===== config.mk =====
export PLATFORM = sky130hd
export DESIGN_NAME = map_checkpoint_ctrl_flat
export DESIGN_NICKNAME = d
export VERILOG_FILES = /design/src/rtl/map_checkpoint_ctrl_pkg.sv /design/src/rtl/map_checkpoint_ctrl_if.sv /design/src/rtl/map_checkpoint_ctrl_slot.sv /design/src/rtl/map_checkpoint_ctrl.sv /design/src/flat_wrapper.sv
export SDC_FILE = /design/constraint.sdc
export NUM_CORES = 1
export LEC_CHECK = 0
export BUFFER_PORTS_ARGS = -buffer_cell sky130_fd_sc_hd__buf_2
export CELL_PAD_IN_SITES_DETAIL_PLACEMENT = 0
export CELL_PAD_IN_SITES_GLOBAL_PLACEMENT = 2
export CORE_MARGIN = 2
export CORE_UTILIZATION = 39
export CTS_CLUSTER_DIAMETER = 200
export CTS_CLUSTER_SIZE = 40
export DETAILED_ROUTE_END_ITERATION = 8
export PLACE_DENSITY_LB_ADDON = 0.3
export SLEW_MARGIN = 20
export SYNTH_ARGS = -nofsm -noshare
export SYNTH_HDL_FRONTEND = slang
export SYNTH_SLANG_ARGS = --single-unit

===== constraint.sdc =====
create_clock -name clock -period 2.9 [get_ports clock]
set_clock_uncertainty 0.2 [all_clocks]
set_input_delay 0.145 -clock clock [delete_from_list [all_inputs] [get_ports clock]]
set_output_delay 0.145 -clock clock [all_outputs]
set_load 0.1 [all_outputs]

===== src/rtl/map_checkpoint_ctrl_pkg.sv =====
// Shared rename definitions: map entries, CDB tags, checkpoint index/state.
// CKPT_CDB_SNOOP_EN users call cdb_snoop to wake stored map entries.
package sys_defs;

   localparam int ARCH_REG_SZ = 8;
   localparam int CDB_N       = 2;
   localparam int PHYS_REG_SZ = 64;
   localparam int PR_W        = $clog2(PHYS_REG_SZ);
   localparam int CKPT_NUM    = 4;

   typedef logic [PR_W-1:0] PHYS_REG_TAG;

   typedef struct packed {
      PHYS_REG_TAG phys_reg;
      logic        ready;
   } MAP_ENTRY;

   typedef struct packed {
      logic        valid;
      PHYS_REG_TAG tag;
   } CDB_ENTRY;

   typedef MAP_ENTRY [ARCH_REG_SZ-1:0] MAP_TABLE;
   typedef CDB_ENTRY [CDB_N-1:0]       CDB_BUS;

   typedef logic [$clog2(CKPT_NUM)-1:0] CKPT_IDX;

   typedef enum logic [1:0] {
      CKPT_IDLE,
      CKPT_RESTORE,
      CKPT_FLUSH
   } CKPT_STATE;

   function automatic MAP_TABLE cdb_snoop(
      input MAP_TABLE t,
      input CDB_BUS   c
   );
      MAP_TABLE r;
      r = t;
      for (int a = 0; a < ARCH_REG_SZ; a++) begin
         for (int b = 0; b < CDB_N; b++) begin
            if (c[b].valid && c[b].tag == t[a].phys_reg) begin
               r[a].ready = 1'b1;
            end
         end
      end
      return r;
   endfunction

endpackage


===== src/rtl/map_checkpoint_ctrl_if.sv =====
// Dispatch/resolve/recovery signal bundle for the checkpoint controller.
interface map_checkpoint_ctrl_if
   import sys_defs::*;
#(
   parameter int NUM_CKPT = CKPT_NUM
);
   localparam int IDX_W = $clog2(NUM_CKPT);
   localparam int CNT_W = $clog2(NUM_CKPT + 1);

   logic             alloc_req;
   MAP_TABLE         alloc_snapshot;
   logic             alloc_gnt;
   logic [IDX_W-1:0] alloc_id;
   logic             resolve_valid;
   logic [IDX_W-1:0] resolve_id;
   logic             resolve_mispredict;
   CDB_BUS           cdb_broadcasts;
   MAP_TABLE         restore_table;
   logic             restore_en;
   logic             busy;
   logic             full;
   logic [CNT_W-1:0] count;

   modport master (
      output alloc_req, alloc_snapshot,
      output resolve_valid, resolve_id,
      output resolve_mispredict, cdb_broadcasts,
      input  alloc_gnt, alloc_id, restore_table,
      input  restore_en, busy, full, count
   );

   modport slave (
      input  alloc_req, alloc_snapshot,
      input  resolve_valid, resolve_id,
      input  resolve_mispredict, cdb_broadcasts,
      output alloc_gnt, alloc_id, restore_table,
      output restore_en, busy, full, count
   );

endinterface


===== src/rtl/map_checkpoint_ctrl_slot.sv =====
// One stored map table image; wakes entries from the CDB when
// CKPT_CDB_SNOOP_EN is defined.
module ckpt_slot
   import sys_defs::*;
(
   input  logic     clock,
   input  logic     reset_n,
   input  logic     wr_en,
   input  logic     live,
   input  MAP_TABLE wr_table,
   input  CDB_BUS   cdb,
   output MAP_TABLE tab_o
);

   MAP_TABLE tab_q, tab_d;

   always_comb begin
      tab_d = tab_q;
`ifdef CKPT_CDB_SNOOP_EN
      if (wr_en) begin
         tab_d = cdb_snoop(wr_table, cdb);
      end else if (live) begin
         tab_d = cdb_snoop(tab_q, cdb);
      end
`else
      if (wr_en) begin
         tab_d = wr_table;
      end
`endif
   end

`ifndef CKPT_CDB_SNOOP_EN
   logic unused_snoop;
   assign unused_snoop = live ^ (^cdb);
`endif

   always_ff @(posedge clock or negedge reset_n) begin
      if (!reset_n) begin
         tab_q <= '0;
      end else begin
         tab_q <= tab_d;
      end
   end

   assign tab_o = tab_q;

endmodule


===== src/rtl/map_checkpoint_ctrl.sv =====
// Branch checkpoint ring for the rename map with mispredict recovery.
// Optional CDB wake-up of stored tables: CKPT_CDB_SNOOP_EN.
module map_checkpoint_ctrl
   import sys_defs::*;
#(
   parameter int NUM_CKPT = CKPT_NUM
) (
   input logic                  clock,
   input logic                  reset_n,
   map_checkpoint_ctrl_if.slave bus
);

   localparam int IDX_W = $clog2(NUM_CKPT);
   localparam int CNT_W = $clog2(NUM_CKPT + 1);

   typedef logic [IDX_W-1:0] idx_t;

   CKPT_STATE           state_q, state_d;
   logic [NUM_CKPT-1:0] valid_q, valid_d;
   logic [NUM_CKPT-1:0] resolved_q, resolved_d;
   idx_t                head_q, head_d;
   idx_t                tail_q, tail_d;
   logic [CNT_W-1:0]    count_q, count_d;
   MAP_TABLE            restore_q, restore_d;
   MAP_TABLE            slot_tab [NUM_CKPT];

   idx_t rid;
   logic full;
   logic rsv_acc;
   logic misp_acc;
   logic gnt;
   logic free;

   assign rid      = bus.resolve_id;
   assign full     = (count_q == CNT_W'(NUM_CKPT));
   assign rsv_acc  = bus.resolve_valid && valid_q[rid];
   assign misp_acc = rsv_acc && bus.resolve_mispredict
                  && (state_q == CKPT_IDLE);
   assign gnt      = bus.alloc_req && !full
                  && (state_q == CKPT_IDLE) && !misp_acc;
   // a mispredict on the head itself empties the ring instead
   assign free     = valid_q[head_q] && resolved_q[head_q]
                  && !(misp_acc && rid == head_q);

   for (genvar g = 0; g < NUM_CKPT; g++) begin : g_slot
      ckpt_slot u_slot (
         .clock    (clock),
         .reset_n  (reset_n),
         .wr_en    (gnt && tail_q == idx_t'(g)),
         .live     (valid_q[g]),
         .wr_table (bus.alloc_snapshot),
         .cdb      (bus.cdb_broadcasts),
         .tab_o    (slot_tab[g])
      );
   end

   always_comb begin
      valid_d    = valid_q;
      resolved_d = resolved_q;
      head_d     = head_q;
      tail_d     = tail_q;
      state_d    = state_q;
      count_d    = '0;
`ifdef CKPT_CDB_SNOOP_EN
      restore_d  = cdb_snoop(restore_q, bus.cdb_broadcasts);
`else
      restore_d  = restore_q;
`endif
      if (rsv_acc && !bus.resolve_mispredict) begin
         resolved_d[rid] = 1'b1;
      end
      if (free) begin
         valid_d[head_q] = 1'b0;
         head_d          = head_q + 1'b1;
      end
      // age is distance from head, so wrap needs no special case
      if (misp_acc) begin
         for (int i = 0; i < NUM_CKPT; i++) begin
            if (idx_t'(idx_t'(i) - head_q) >= idx_t'(rid - head_q)) begin
               valid_d[i] = 1'b0;
            end
         end
         tail_d = rid;
`ifdef CKPT_CDB_SNOOP_EN
         restore_d = cdb_snoop(slot_tab[rid], bus.cdb_broadcasts);
`else
         restore_d = slot_tab[rid];
`endif
      end
      if (gnt) begin
         valid_d[tail_q]    = 1'b1;
         resolved_d[tail_q] = 1'b0;
         tail_d             = tail_q + 1'b1;
      end
      for (int i = 0; i < NUM_CKPT; i++) begin
         count_d = count_d + CNT_W'(valid_d[i]);
      end
      unique case (state_q)
         CKPT_IDLE:    if (misp_acc) state_d = CKPT_RESTORE;
         CKPT_RESTORE: state_d = CKPT_FLUSH;
         CKPT_FLUSH:   state_d = CKPT_IDLE;
         default:      state_d = CKPT_IDLE;
      endcase
   end

   always_ff @(posedge clock or negedge reset_n) begin
      if (!reset_n) begin
         state_q    <= CKPT_IDLE;
         valid_q    <= '0;
         resolved_q <= '0;
         head_q     <= '0;
         tail_q     <= '0;
         count_q    <= '0;
         restore_q  <= '0;
      end else begin
         state_q    <= state_d;
         valid_q    <= valid_d;
         resolved_q <= resolved_d;
         head_q     <= head_d;
         tail_q     <= tail_d;
         count_q    <= count_d;
         restore_q  <= restore_d;
      end
   end

   assign bus.alloc_gnt     = gnt;
   assign bus.alloc_id      = tail_q;
   assign bus.restore_en    = (state_q == CKPT_RESTORE);
   assign bus.restore_table = (state_q == CKPT_RESTORE) ? restore_q : '0;
   assign bus.busy          = (state_q != CKPT_IDLE) || misp_acc;
   assign bus.full          = full;
   assign bus.count         = count_q;

endmodule


===== src/flat_wrapper.sv =====
// flat-port wrapper written by rule: the top's interface ports become plain ports
module map_checkpoint_ctrl_flat import sys_defs::*;
#(
   parameter int NUM_CKPT = CKPT_NUM
)
  (clock, reset_n, bus_alloc_req, bus_alloc_snapshot, bus_resolve_valid, bus_resolve_id, bus_resolve_mispredict, bus_cdb_broadcasts, bus_alloc_gnt, bus_alloc_id, bus_restore_table, bus_restore_en, bus_busy, bus_full, bus_count);
  map_checkpoint_ctrl_if #(.NUM_CKPT(NUM_CKPT)) bus_i ();
  input logic clock;
  input logic reset_n;
  input wire logic [$bits(bus_i.alloc_req)-1:0] bus_alloc_req;
  input wire logic [$bits(bus_i.alloc_snapshot)-1:0] bus_alloc_snapshot;
  input wire logic [$bits(bus_i.resolve_valid)-1:0] bus_resolve_valid;
  input wire logic [$bits(bus_i.resolve_id)-1:0] bus_resolve_id;
  input wire logic [$bits(bus_i.resolve_mispredict)-1:0] bus_resolve_mispredict;
  input wire logic [$bits(bus_i.cdb_broadcasts)-1:0] bus_cdb_broadcasts;
  output wire logic [$bits(bus_i.alloc_gnt)-1:0] bus_alloc_gnt;
  output wire logic [$bits(bus_i.alloc_id)-1:0] bus_alloc_id;
  output wire logic [$bits(bus_i.restore_table)-1:0] bus_restore_table;
  output wire logic [$bits(bus_i.restore_en)-1:0] bus_restore_en;
  output wire logic [$bits(bus_i.busy)-1:0] bus_busy;
  output wire logic [$bits(bus_i.full)-1:0] bus_full;
  output wire logic [$bits(bus_i.count)-1:0] bus_count;
  assign bus_i.alloc_req = bus_alloc_req;
  assign bus_i.alloc_snapshot = bus_alloc_snapshot;
  assign bus_i.resolve_valid = bus_resolve_valid;
  assign bus_i.resolve_id = bus_resolve_id;
  assign bus_i.resolve_mispredict = bus_resolve_mispredict;
  assign bus_i.cdb_broadcasts = bus_cdb_broadcasts;
  assign bus_alloc_gnt = bus_i.alloc_gnt;
  assign bus_alloc_id = bus_i.alloc_id;
  assign bus_restore_table = bus_i.restore_table;
  assign bus_restore_en = bus_i.restore_en;
  assign bus_busy = bus_i.busy;
  assign bus_full = bus_i.full;
  assign bus_count = bus_i.count;
  map_checkpoint_ctrl #(.NUM_CKPT(NUM_CKPT)) u_core (.clock(clock), .reset_n(reset_n), .bus(bus_i));
endmodule

==> flow_metrics.env <==
export IMPL_status="complete, but fails checks"
export IMPL_violations="setup timing"
export IMPL_ys_types=36
export IMPL_r2r_end="u_core.bus.count[1]$_DFF_PN0_"
export IMPL_layout_commonest_cell="dfrtp_1"
export IMPL_grt_pass1_wl_um=47000
export IMPL_layout_drive_gt1_share=0.504
export IMPL_syn2layout_area_growth_pct=19.2
export IMPL_first_pass_iters=6
export IMPL_clockPowerShare=0.130
export IMPL_vias=7493
export IMPL_nNetsFinal=1114
export IMPL_maxCapViolCount=0
export IMPL_switchingPower_w=0.00496
export IMPL_p_seq_frac=0.470
export IMPL_seq_area_um2=7440
export IMPL_multi_input_area_um2=5750
export IMPL_slew_viol_final=0
export IMPL_switching_share=0.323
export IMPL_synth_seq_cells=297
export IMPL_overflow=0
export IMPL_worstPathMaxFanout=2
export IMPL_endpoint_kind="flop"
export IMPL_cp_slowest_cell="fa_2"
export IMPL_worst_slack_ps=-139
export IMPL_clk_latency_ps=500
export IMPL_leakage_nw=7.14
export IMPL_avgSynthCellArea_um2=16.0
export IMPL_start_util=0.395
export IMPL_dr_first_iter_drc_count=295
export IMPL_gp_congestion=0.782
export IMPL_hpwl_um=17200
export IMPL_cp_top_family="adder cells"
export IMPL_grt_start_max_net_pins=92
export IMPL_worstPathRequired_ps=3130
export IMPL_cts_htree_levels=1
export IMPL_drc=0
export IMPL_min_period_over_period=1.05
export IMPL_startpoint_type="flop"
export IMPL_fmaxAchievable_ghz=0.329
export IMPL_detailedPlace_worstSlack_ps=-226
export IMPL_hold_viol=0
export IMPL_cts_clk_slew_worst_paths_ps=140
export IMPL_crit_chain="ha_2 > fa_2 > ha_4 > a221oi_2 > o21ai_1 > o21bai_1 > ha_1 > fa_2 > ha_4"
export IMPL_critical_path_max_stage_delay_ps=570
export IMPL_worstPathArrival_ps=3270
export IMPL_die_height_um=188
export IMPL_cp_startpoint="u_core.head_q[0]$_DFFE_PN0N_"
export IMPL_r2r_slack_ps=-140
export IMPL_wire_per_inst_um=19.7
export IMPL_cts_root_buf="clkbuf_16"
export IMPL_cts_max_path_buffers=3
export IMPL_placedInstanceArea_um2=14800
export IMPL_pin_count=142
export IMPL_worstMarginPinSlew_ps=896
export IMPL_wirelength_um=29000
export IMPL_final_area_um2=15800
export IMPL_yosys_warnings=0
export IMPL_dieWidth_um=188
export IMPL_final_cell_mix="dfrtp_1, mux2_2, buf_2, mux2_4, dlygate4sd3_1"
export IMPL_syn_area_um2=13200
export IMPL_ys_seq_area_frac=0.561
export IMPL_period_needed_ps=3040
export IMPL_crit_buf_inv=0
export IMPL_core_um2=33500
export IMPL_cts_inserted_buffers=11
export IMPL_via_per_inst=5.10
export IMPL_drtAntennaViolNets=0
export IMPL_hp_class="in -> async"
export IMPL_final_core_util=0.471
export IMPL_rows=67
export IMPL_fin_tns_setup_ps=-243
export IMPL_path_class="reg -> reg"
export IMPL_clock_sinks=297
export IMPL_syn_inst=828
export IMPL_slew_headroom=0.403
export IMPL_p_int_w=0.0104
export IMPL_grt_setup_unrepaired="true"
export IMPL_num_fill_cells=3032
export IMPL_die_area_um2=35500
export IMPL_setup_viol=3
export IMPL_reg2reg_depth=9
export IMPL_grt_usage=0.167
export IMPL_r2r_start="u_core.head_q[0]$_DFFE_PN0N_"
export IMPL_synth_net_count=922
export IMPL_power_w=0.0154
export IMPL_antenna_found_initial=1
export IMPL_ir_worst_vdd_v=0.000435
export IMPL_power_density_nw_per_um2=974
export IMPL_tritoncts="built"
export IMPL_io_buffers=127
export IMPL_comb_power_share=0.400
export IMPL_grt_pass1_vias=8007
[metal layers]
metal | track usage | routed length (µm)
met4 | 0.0270 | 398
met5 | 0 | 0
met1 | 0.239 | 13800
met2 | 0.281 | 14000
met3 | 0.0199 | 829
[timing repair]
action | CTS | global route
pin swaps | 7 | 4
setup buffers | 1 | 3
hold endpoints to repair | 524 | 0
gates resized for setup | 7 | 2
setup endpoints to repair | 3 | 3
hold buffers | 62 | 0
[state kept, by name (all words and copies together) (netlist names)]
name	flops
u_core.g_slot.u_slot.tab_o	224
u_core.restore_q	56
u_core.resolved_q	4
u_core.valid_q	4
u_core.bus.count	3
u_core.bus.alloc_id	2
u_core.head_q	2
u_core.state_q	2
[worst max-delay path by stage]
stage                                         end  slack, ps  cells past startpoint
CTS                 u_core.bus.count[1]$_DFF_PN0_       -170                      9
global placement    u_core.bus.count[1]$_DFF_PN0_       -180                      9
detailed placement  u_core.bus.count[1]$_DFF_PN0_       -230                      9
finish              u_core.bus.count[1]$_DFF_PN0_       -140                      9
global route        u_core.bus.count[1]$_DFF_PN0_       -260                      9
floorplan           u_core.bus.count[1]$_DFF_PN0_      -1250                     11
[cells in the mapped netlist, drive strengths merged]
library cell	count	area, µm²
mux4	56	1260
nand3b	1	7.51
nand3	3	15.0
mux2	280	3190
a31oi	3	18.8
nor3b	2	20.0
a221o	1	10.0
xnor2	2	17.5
clkbuf	16	60.1
ha	14	175
dfrtp	297	7430
nor2b	3	18.8
o211a	4	40.0
inv	9	33.8
o21bai	2	15.0
o21ai	7	35.0
a311oi	1	8.76
mux2i	3	30.0
nand2	5	18.8
nor2	5	21.3
o211ai	2	15.0
fa	3	60.1
buf	37	275
a221oi	2	17.5
and3	2	12.5
and2	60	375
a211oi	1	20.0
a21boi	2	15.0
o21a	1	7.51
a21oi	4	20.0
[cell families after synthesis]
group | count (synthesis) | synth area share
simple gates | 81 | 0.0369
flops | 297 | 0.561
fa+ha+maj | 17 | 0.0178
buf+inv | 62 | 0.0279
mux | 339 | 0.338
xor+xnor | 2 | 0.00132
compound gates | 30 | 0.0168
[final cells by class]
type | count | area share
inverters | 9 | 0.00214
clock buffers | 11 | 0.0174
well taps | 448 | 0.0355
clock inverters | 1 | 0.00190
flip-flops and latches | 297 | 0.471
diodes | 1 | 0.000158
multi-input cells | 469 | 0.364
repair buffers | 232 | 0.107
[power by group through the flow]
stage          Sequential, W  Clock (W)  Combinational, W
6_report             0.00723    0.00199           0.00616
3_5_place_dp         0.00732          0           0.00597
4_1_cts              0.00722    0.00209           0.00616
3_3_place_gp         0.00726          0           0.00586
2_1_floorplan        0.00719          0           0.00472
5_1_grt              0.00749    0.00223           0.00666
[metrics by stage]
step | cells | hold slack [ps]
4_1_cts | 1464 | 20.3
5_1_grt | 1467 | 31.0
3_5_place_dp | 1389 | -158
6_report | 1468 | 33.2
2_1_floorplan | 828 | -351
3_3_place_gp | 1389 | -158
[tightest hold or removal path, cell delays in order]
cell and delay [ps]:
dlygate4sd3_1 570, buf_8 180, buf_12 210
Power figures use the tool's default switching activity.
